`config.mk`:
```
export PLATFORM = sky130hd
export DESIGN_NAME = lvdc_timing_seq
export DESIGN_NICKNAME = d
export VERILOG_FILES = /design/src/rtl/lvdc_timing_pkg.sv /design/src/rtl/lvdc_subphase_decode.sv /design/src/rtl/lvdc_timing_seq.sv
export SDC_FILE = /design/constraint.sdc
export NUM_CORES = 1
export LEC_CHECK = 0
export BUFFER_PORTS_ARGS = -buffer_cell sky130_fd_sc_hd__clkbuf_2
export CAP_MARGIN = 20
export CORE_AREA = 2 2 58 49
export DETAILED_ROUTE_END_ITERATION = 8
export DIE_AREA = 0 0 60 51
export PLACE_DENSITY = 0.8
export SYNTH_ARGS = -nofsm -noshare
export SYNTH_HDL_FRONTEND = slang
export SYNTH_SLANG_ARGS = --single-unit
```
`constraint.sdc`:
```
create_clock -name i_clk -period 3.9 [get_ports i_clk]
set_input_delay 0.195 -clock i_clk [delete_from_list [all_inputs] [get_ports i_clk]]
set_output_delay 0.195 -clock i_clk [all_outputs]
set_load 0.02 [all_outputs]
```
`src/rtl/lvdc_timing_pkg.sv`:
```
// rtl/lvdc_timing_pkg.sv - shared types and constants for the LVDC timing sequencer
package lvdc_timing_pkg;

  // Bit times per phase unless the top is overridden
  localparam int WORD_BITS_DEFAULT = 26;

  // Sub-phases per bit time; the 3-bit SP counter only supports 8
  localparam int SP_COUNT_FIXED = 8;

  // Sub-phase positions of the six timing pulses
  localparam logic [2:0] SP_V1 = 3'd0;
  localparam logic [2:0] SP_W1 = 3'd1;
  localparam logic [2:0] SP_X3 = 3'd3;
  localparam logic [2:0] SP_Z3 = 3'd5;
  localparam logic [2:0] SP_ZN = 3'd6;
  localparam logic [2:0] SP_Y7 = 3'd7;

  // Instruction-cycle phases
  typedef enum logic [1:0] {
    ST_IDLE = 2'd0,
    ST_PA   = 2'd1,
    ST_PB   = 2'd2,
    ST_PC   = 2'd3
  } lvdc_state_e;

endpackage

```
`src/rtl/lvdc_subphase_decode.sv`:
```
// rtl/lvdc_subphase_decode.sv - sub-phase counter with registered pulse decode
module lvdc_subphase_decode
  import lvdc_timing_pkg::*;
(
  input  logic       i_clk,
  input  logic       i_resetn,
  input  logic       i_freeze,
  output logic [2:0] o_sp,
  output logic       o_v1,
  output logic       o_w1,
  output logic       o_x3,
  output logic       o_z3,
  output logic       o_zn,
  output logic       o_y7
);

  logic [2:0] r_sp;
  logic [5:0] r_pulse;
  logic [2:0] w_sp_nxt;

  assign w_sp_nxt = r_sp + 3'd1;

  // SP advances and wraps; pulses are decoded from the upcoming SP so each
  // flop is high exactly while SP holds its position. Freeze holds SP and
  // forces every pulse low. Reset parks SP at 7 so the first edge lands on 0.
  always_ff @(posedge i_clk or negedge i_resetn) begin
    if (!i_resetn) begin
      r_sp    <= SP_Y7;
      r_pulse <= 6'b0;
    end else if (i_freeze) begin
      r_pulse <= 6'b0;
    end else begin
      r_sp    <= w_sp_nxt;
      r_pulse <= {w_sp_nxt == SP_V1,
                  w_sp_nxt == SP_W1,
                  w_sp_nxt == SP_X3,
                  w_sp_nxt == SP_Z3,
                  w_sp_nxt == SP_ZN,
                  w_sp_nxt == SP_Y7};
    end
  end

  assign o_sp = r_sp;
  assign o_v1 = r_pulse[5];
  assign o_w1 = r_pulse[4];
  assign o_x3 = r_pulse[3];
  assign o_z3 = r_pulse[2];
  assign o_zn = r_pulse[1];
  assign o_y7 = r_pulse[0];

endmodule

```
`src/rtl/lvdc_timing_seq.sv`:
```
// rtl/lvdc_timing_seq.sv - LVDC instruction-cycle timing sequencer (PA/PB/PC phases)
module lvdc_timing_seq
  import lvdc_timing_pkg::*;
#(
  parameter int WORD_BITS = WORD_BITS_DEFAULT,
  parameter int SP_COUNT  = SP_COUNT_FIXED
) (
  input  logic       i_clk,
  input  logic       i_resetn,
  input  logic       i_start,
  input  logic [3:0] i_opin,
  input  logic       i_short,
  input  logic       i_halt,
  output logic       o_v1,
  output logic       o_w1,
  output logic       o_x3,
  output logic       o_z3,
  output logic       o_zn,
  output logic       o_y7,
  output logic       o_pav,
  output logic       o_pavn,
  output logic       o_pbv,
  output logic       o_pcv,
  output logic       o_op1v,
  output logic       o_op2v,
  output logic       o_op3v,
  output logic       o_op4v,
  output logic       o_op1vn,
  output logic       o_op2vn,
  output logic       o_op3vn,
  output logic       o_op4vn,
  output logic [4:0] o_bit,
  output logic       o_busy
);

  localparam logic [2:0] SP_WRAP  = 3'(SP_COUNT - 1);
  localparam logic [4:0] BIT_LAST = 5'(WORD_BITS - 1);

  lvdc_state_e r_state;
  lvdc_state_e w_state_nxt;
  logic [4:0]  r_bit;
  logic [4:0]  w_bit_nxt;
  logic [3:0]  r_op;
  logic        r_short;
  logic        r_busy;
  logic        r_pav;
  logic        r_pbv;
  logic        r_pcv;
  logic [2:0]  w_sp;
  logic        w_wrap;
  logic        w_last_bit;
  logic        w_sample;
  logic        w_load;

  lvdc_subphase_decode u_subphase (
    .i_clk    (i_clk),
    .i_resetn (i_resetn),
    .i_freeze (i_halt),
    .o_sp     (w_sp),
    .o_v1     (o_v1),
    .o_w1     (o_w1),
    .o_x3     (o_x3),
    .o_z3     (o_z3),
    .o_zn     (o_zn),
    .o_y7     (o_y7)
  );

  // Everything in the sequencer happens on the SP 7->0 wrap; HALT suppresses
  // the wrap, so a coincident START is simply seen again after resume.
  assign w_wrap     = (w_sp == SP_WRAP) && !i_halt;
  assign w_last_bit = (r_bit == BIT_LAST);

  // Next-state, bit count and sample-point decision
  always_comb begin
    w_state_nxt = r_state;
    w_bit_nxt   = r_bit;
    w_sample    = 1'b0;
    w_load      = 1'b0;
    if (w_wrap) begin
      unique case (r_state)
        ST_IDLE: w_sample = 1'b1;
        ST_PA: begin
          if (w_last_bit) begin
            w_state_nxt = ST_PB;
            w_bit_nxt   = 5'd0;
          end else begin
            w_bit_nxt = r_bit + 5'd1;
          end
        end
        ST_PB: begin
          if (w_last_bit) begin
            if (r_short) begin
              w_sample = 1'b1;
            end else begin
              w_state_nxt = ST_PC;
              w_bit_nxt   = 5'd0;
            end
          end else begin
            w_bit_nxt = r_bit + 5'd1;
          end
        end
        ST_PC: begin
          if (w_last_bit) begin
            w_sample = 1'b1;
          end else begin
            w_bit_nxt = r_bit + 5'd1;
          end
        end
        default: w_state_nxt = ST_IDLE;
      endcase
    end
    if (w_sample) begin
      w_bit_nxt = 5'd0;
      if (i_start) begin
        w_state_nxt = ST_PA;
        w_load      = 1'b1;
      end else begin
        w_state_nxt = ST_IDLE;
      end
    end
  end

  // State, bit count and the registered phase/busy decodes
  always_ff @(posedge i_clk or negedge i_resetn) begin
    if (!i_resetn) begin
      r_state <= ST_IDLE;
      r_bit   <= 5'd0;
      r_busy  <= 1'b0;
      r_pav   <= 1'b0;
      r_pbv   <= 1'b0;
      r_pcv   <= 1'b0;
    end else begin
      r_state <= w_state_nxt;
      r_bit   <= w_bit_nxt;
      r_busy  <= (w_state_nxt != ST_IDLE);
      r_pav   <= (w_state_nxt == ST_PA);
      r_pbv   <= (w_state_nxt == ST_PB);
      r_pcv   <= (w_state_nxt == ST_PC);
    end
  end

  // Opcode and SHORT latch, loaded only when a sample sees START
  always_ff @(posedge i_clk or negedge i_resetn) begin
    if (!i_resetn) begin
      r_op    <= 4'b0;
      r_short <= 1'b0;
    end else if (w_load) begin
      r_op    <= i_opin;
      r_short <= i_short;
    end
  end

  assign o_pav   = r_pav;
  assign o_pavn  = ~r_pav;
  assign o_pbv   = r_pbv;
  assign o_pcv   = r_pcv;
  assign o_op1v  = r_op[3];
  assign o_op2v  = r_op[2];
  assign o_op3v  = r_op[1];
  assign o_op4v  = r_op[0];
  assign o_op1vn = ~r_op[3];
  assign o_op2vn = ~r_op[2];
  assign o_op3vn = ~r_op[1];
  assign o_op4vn = ~r_op[0];
  assign o_bit   = r_bit;
  assign o_busy  = r_busy;

endmodule

```
==> impl_metrics.toml <==
[final_layout]
final_util = 0.6043
drive_gt1_frac = 0.3312
num-fill-cells = 214
syn_to_final_growth_pct = 17.93
antenna_cells = 0
nets = 176
stdcell_count = 192

[clocking]
h-tree-depth = 1
cts_setup_buffers = 0
cts_tree = "yes"
root_buffer = "clkbuf_4"
cts_buffers = 3
path_clk_slew_ns = 0.12
cts_sinks = 25
cts_buffer_depth = 2
clock_latency_ns = 0.31

[floorplanning]
die_area_sq_um = 3060
die_width_microns = 60
coreArea_sq_um = 2574
die_y_microns = 51
rows = 17
io_pins = 33
start_util = 0.5124

[critical_path]
critPathLaunchType = "register"
end_kind = "register"
reg2reg_from = "r_state[1]"
r2r-end = "o_bit[3]"
arrival_ns = 2.37
r2r_cells = 6
required_ns = 4.11
r2r_setup_slack_ns = 1.74
worstPathMaxFanout = 13
crit_type = "register to register"

[worst_hold_path]
min_from = "i_opin[2]"
hp-class = "primary input to register"
hold-path-endpoint = "r_op[2]"
min_path_cells = 2

[pwr]
power_uw = 1091
max-vdd-ir-drop_mv = 0.3608
power_density_nw_per_um2 = 701.2
p_leak_uw = 0.0008125

[synth]
synthTopCellsByArea = "dfrtp_1 (42%), ha_1 (11%), dfstp_2 (6.0%), mux2_2 (5.1%), inv_1 (3.1%)"
yosys_warnings = 0
synth-edff-count = 0
synth.distinct_cells = 37
synth_fp_nets = 139
synthTopCellsByCount = "dfrtp_1 (22), ha_1 (12), inv_1 (11), nand2_1 (8), nor2_1 (8)"
synth-seq-cells = 25
avgSynthCellArea_sq_um = 11.18
synth_area_leader_cell = "dfrtp_1"
synthFlopType = "dfrtp_1"
syn-cell-area_sq_um = 1319
yosysTopAreaCellShare = 0.4175
yosysMostFrequentCell = "dfrtp_1"
async_flop_share = 1.000
synth_cells = 118
synth.yosys.seq_area_share = 0.4772

[run_status]
status = "complete, no violations"

[route]
drtAntennaViolNets = 0
via_per_inst = 5.240
dr.pass1.iters = 4
drt-total-wl_microns = 2360
wire_per_inst_microns = 12.29
drc = 0
vias = 1006
drt_iter0_drc = 49

[global_route]
grt.overflow.total = 0
grt_pass1_wl_microns = 3774
grt_max_degree = 26
antenna_found_initial = 0
grtUsageTotal = 0.1655
grt_pass1_vias = 898

[placed_design]
dp_hpwl_microns = 1832
place_congestion = 0.8686
pre_cts_ws_ns = 1.762
port_buffers = 32
numPlacedInstances = 187

[job]
max_cap_violations = 0

[timing]
worst_slack_ns = 1.738
drv_slew = 0
timing.final.crit_period_ns = 2.162
rsz0062_at_grt = "no"
setup_viol = 0
slew_headroom = 0.6016
hold_violations = 0
fin_setup_tns_ns = 0
fmaxAchievable_mhz = 462.5
fin_skew_ns = 0.001926
worstMarginPinSlew_ns = 0.5976
finalCritPeriodShare = 0.5544
state kept, by name, indices dropped and copies added (netlist names):
register / flops
u_subphase.r_pulse: 6
o_pav: 1
o_bit: 5
o_pcv: 1
r_short: 1
o_busy: 1
r_op: 4
r_state: 2
o_pbv: 1
u_subphase.o_sp: 3
layer usage:
layer | global-route usage | wire, microns
met1 | 0.2170 | 1067
met2 | 0.2681 | 1150
met3 | 0.02278 | 110
met4 | 0.07778 | 31
met5 | 0 | 0
through the flow:
stage | hold slack (ns) | instance area [sq um]
2_1_floorplan | -0.1006 | 1319
3_3_place_gp | 0.2241 | 1519
3_5_place_dp | 0.2338 | 1519
4_1_cts | 0.09188 | 1555
5_1_grt | 0.08700 | 1555
6_report | 0.1077 | 1555
report_power, final:
group	switching [uW]	leakage, uW	internal, uW
sequential	87.6	0.000316	363
combinational	320	0.000482	210
clock	69.8	0.0000150	39.9
timing repair:
action | in CTS | in global routing
hold endpoints to repair | 22 | 0
gates resized for setup | 0 | 0
hold buffers | 1 | 0
layout make-up:
cell class | count | area, sq um | area share
Tap cell | 38 | 47.55 | 0.03057
Timing Repair Buffer | 33 | 170.2 | 0.1094
Sequential cell | 25 | 629.4 | 0.4047
Multi-Input combinational cell | 81 | 640.6 | 0.4119
Inverter | 11 | 41.29 | 0.02655
Clock buffer | 4 | 26.28 | 0.01689
worst max-delay path, stage by stage, from the launching register on:
cell and delay [ns]:
dfrtp_1 0.67, inv_1 0.12, ha_1 0.24, or4_4 0.54
o311ai_4 0.15, nor4_1 0.10, a211o_1 0.23
cells in the final DEF, fill, tap and decap left out, types with 2 or more instances in the layout:
master,count
nor2b_1,2
a211o_1,2
inv_1,11
clkbuf_2,32
o21bai_1,2
nor2_1,8
dfrtp_1,22
nand3_1,2
a21oi_1,4
mux2_2,6
nand2_1,8
nor4_1,2
dfstp_2,3
ha_1,12
and2_1,6
clkbuf_4,3
o21ai_0,3
a21o_1,3
nand2b_1,2
worst max path at each step:
| stage | startpoint | endpoint | slack (ns) | cells past startpoint |
|---|---|---|---|---|
| after CTS | r_state[1] | o_bit[3] | 1.74 | 6 |
| after detailed placement | r_state[1] | o_bit[3] | 1.76 | 6 |
| after global routing | r_state[1] | o_bit[3] | 1.64 | 6 |
| final | r_state[1] | o_bit[3] | 1.74 | 6 |
| after floorplan | r_state[0] | o_bit[3] | 1.97 | 6 |
| after global placement | r_state[1] | o_bit[4] | 1.80 | 6 |
cell families (layout without fill, tap and decap cells):
group                      count (synthesis)  in the layout  share of synthesized area
DFF                                       25             25                     0.4772
xor gates and xnor gates                   1              1                   0.006643
buffers and inverters                     12             48                    0.03700
and+or+nand+nor                           36             36                     0.1537
adders and majority gates                 12             12                     0.1138
AOI/OAI and AO/OA                         26             26                     0.1604
muxes                                      6              6                    0.05123
Power figures use the tool's default switching activity.
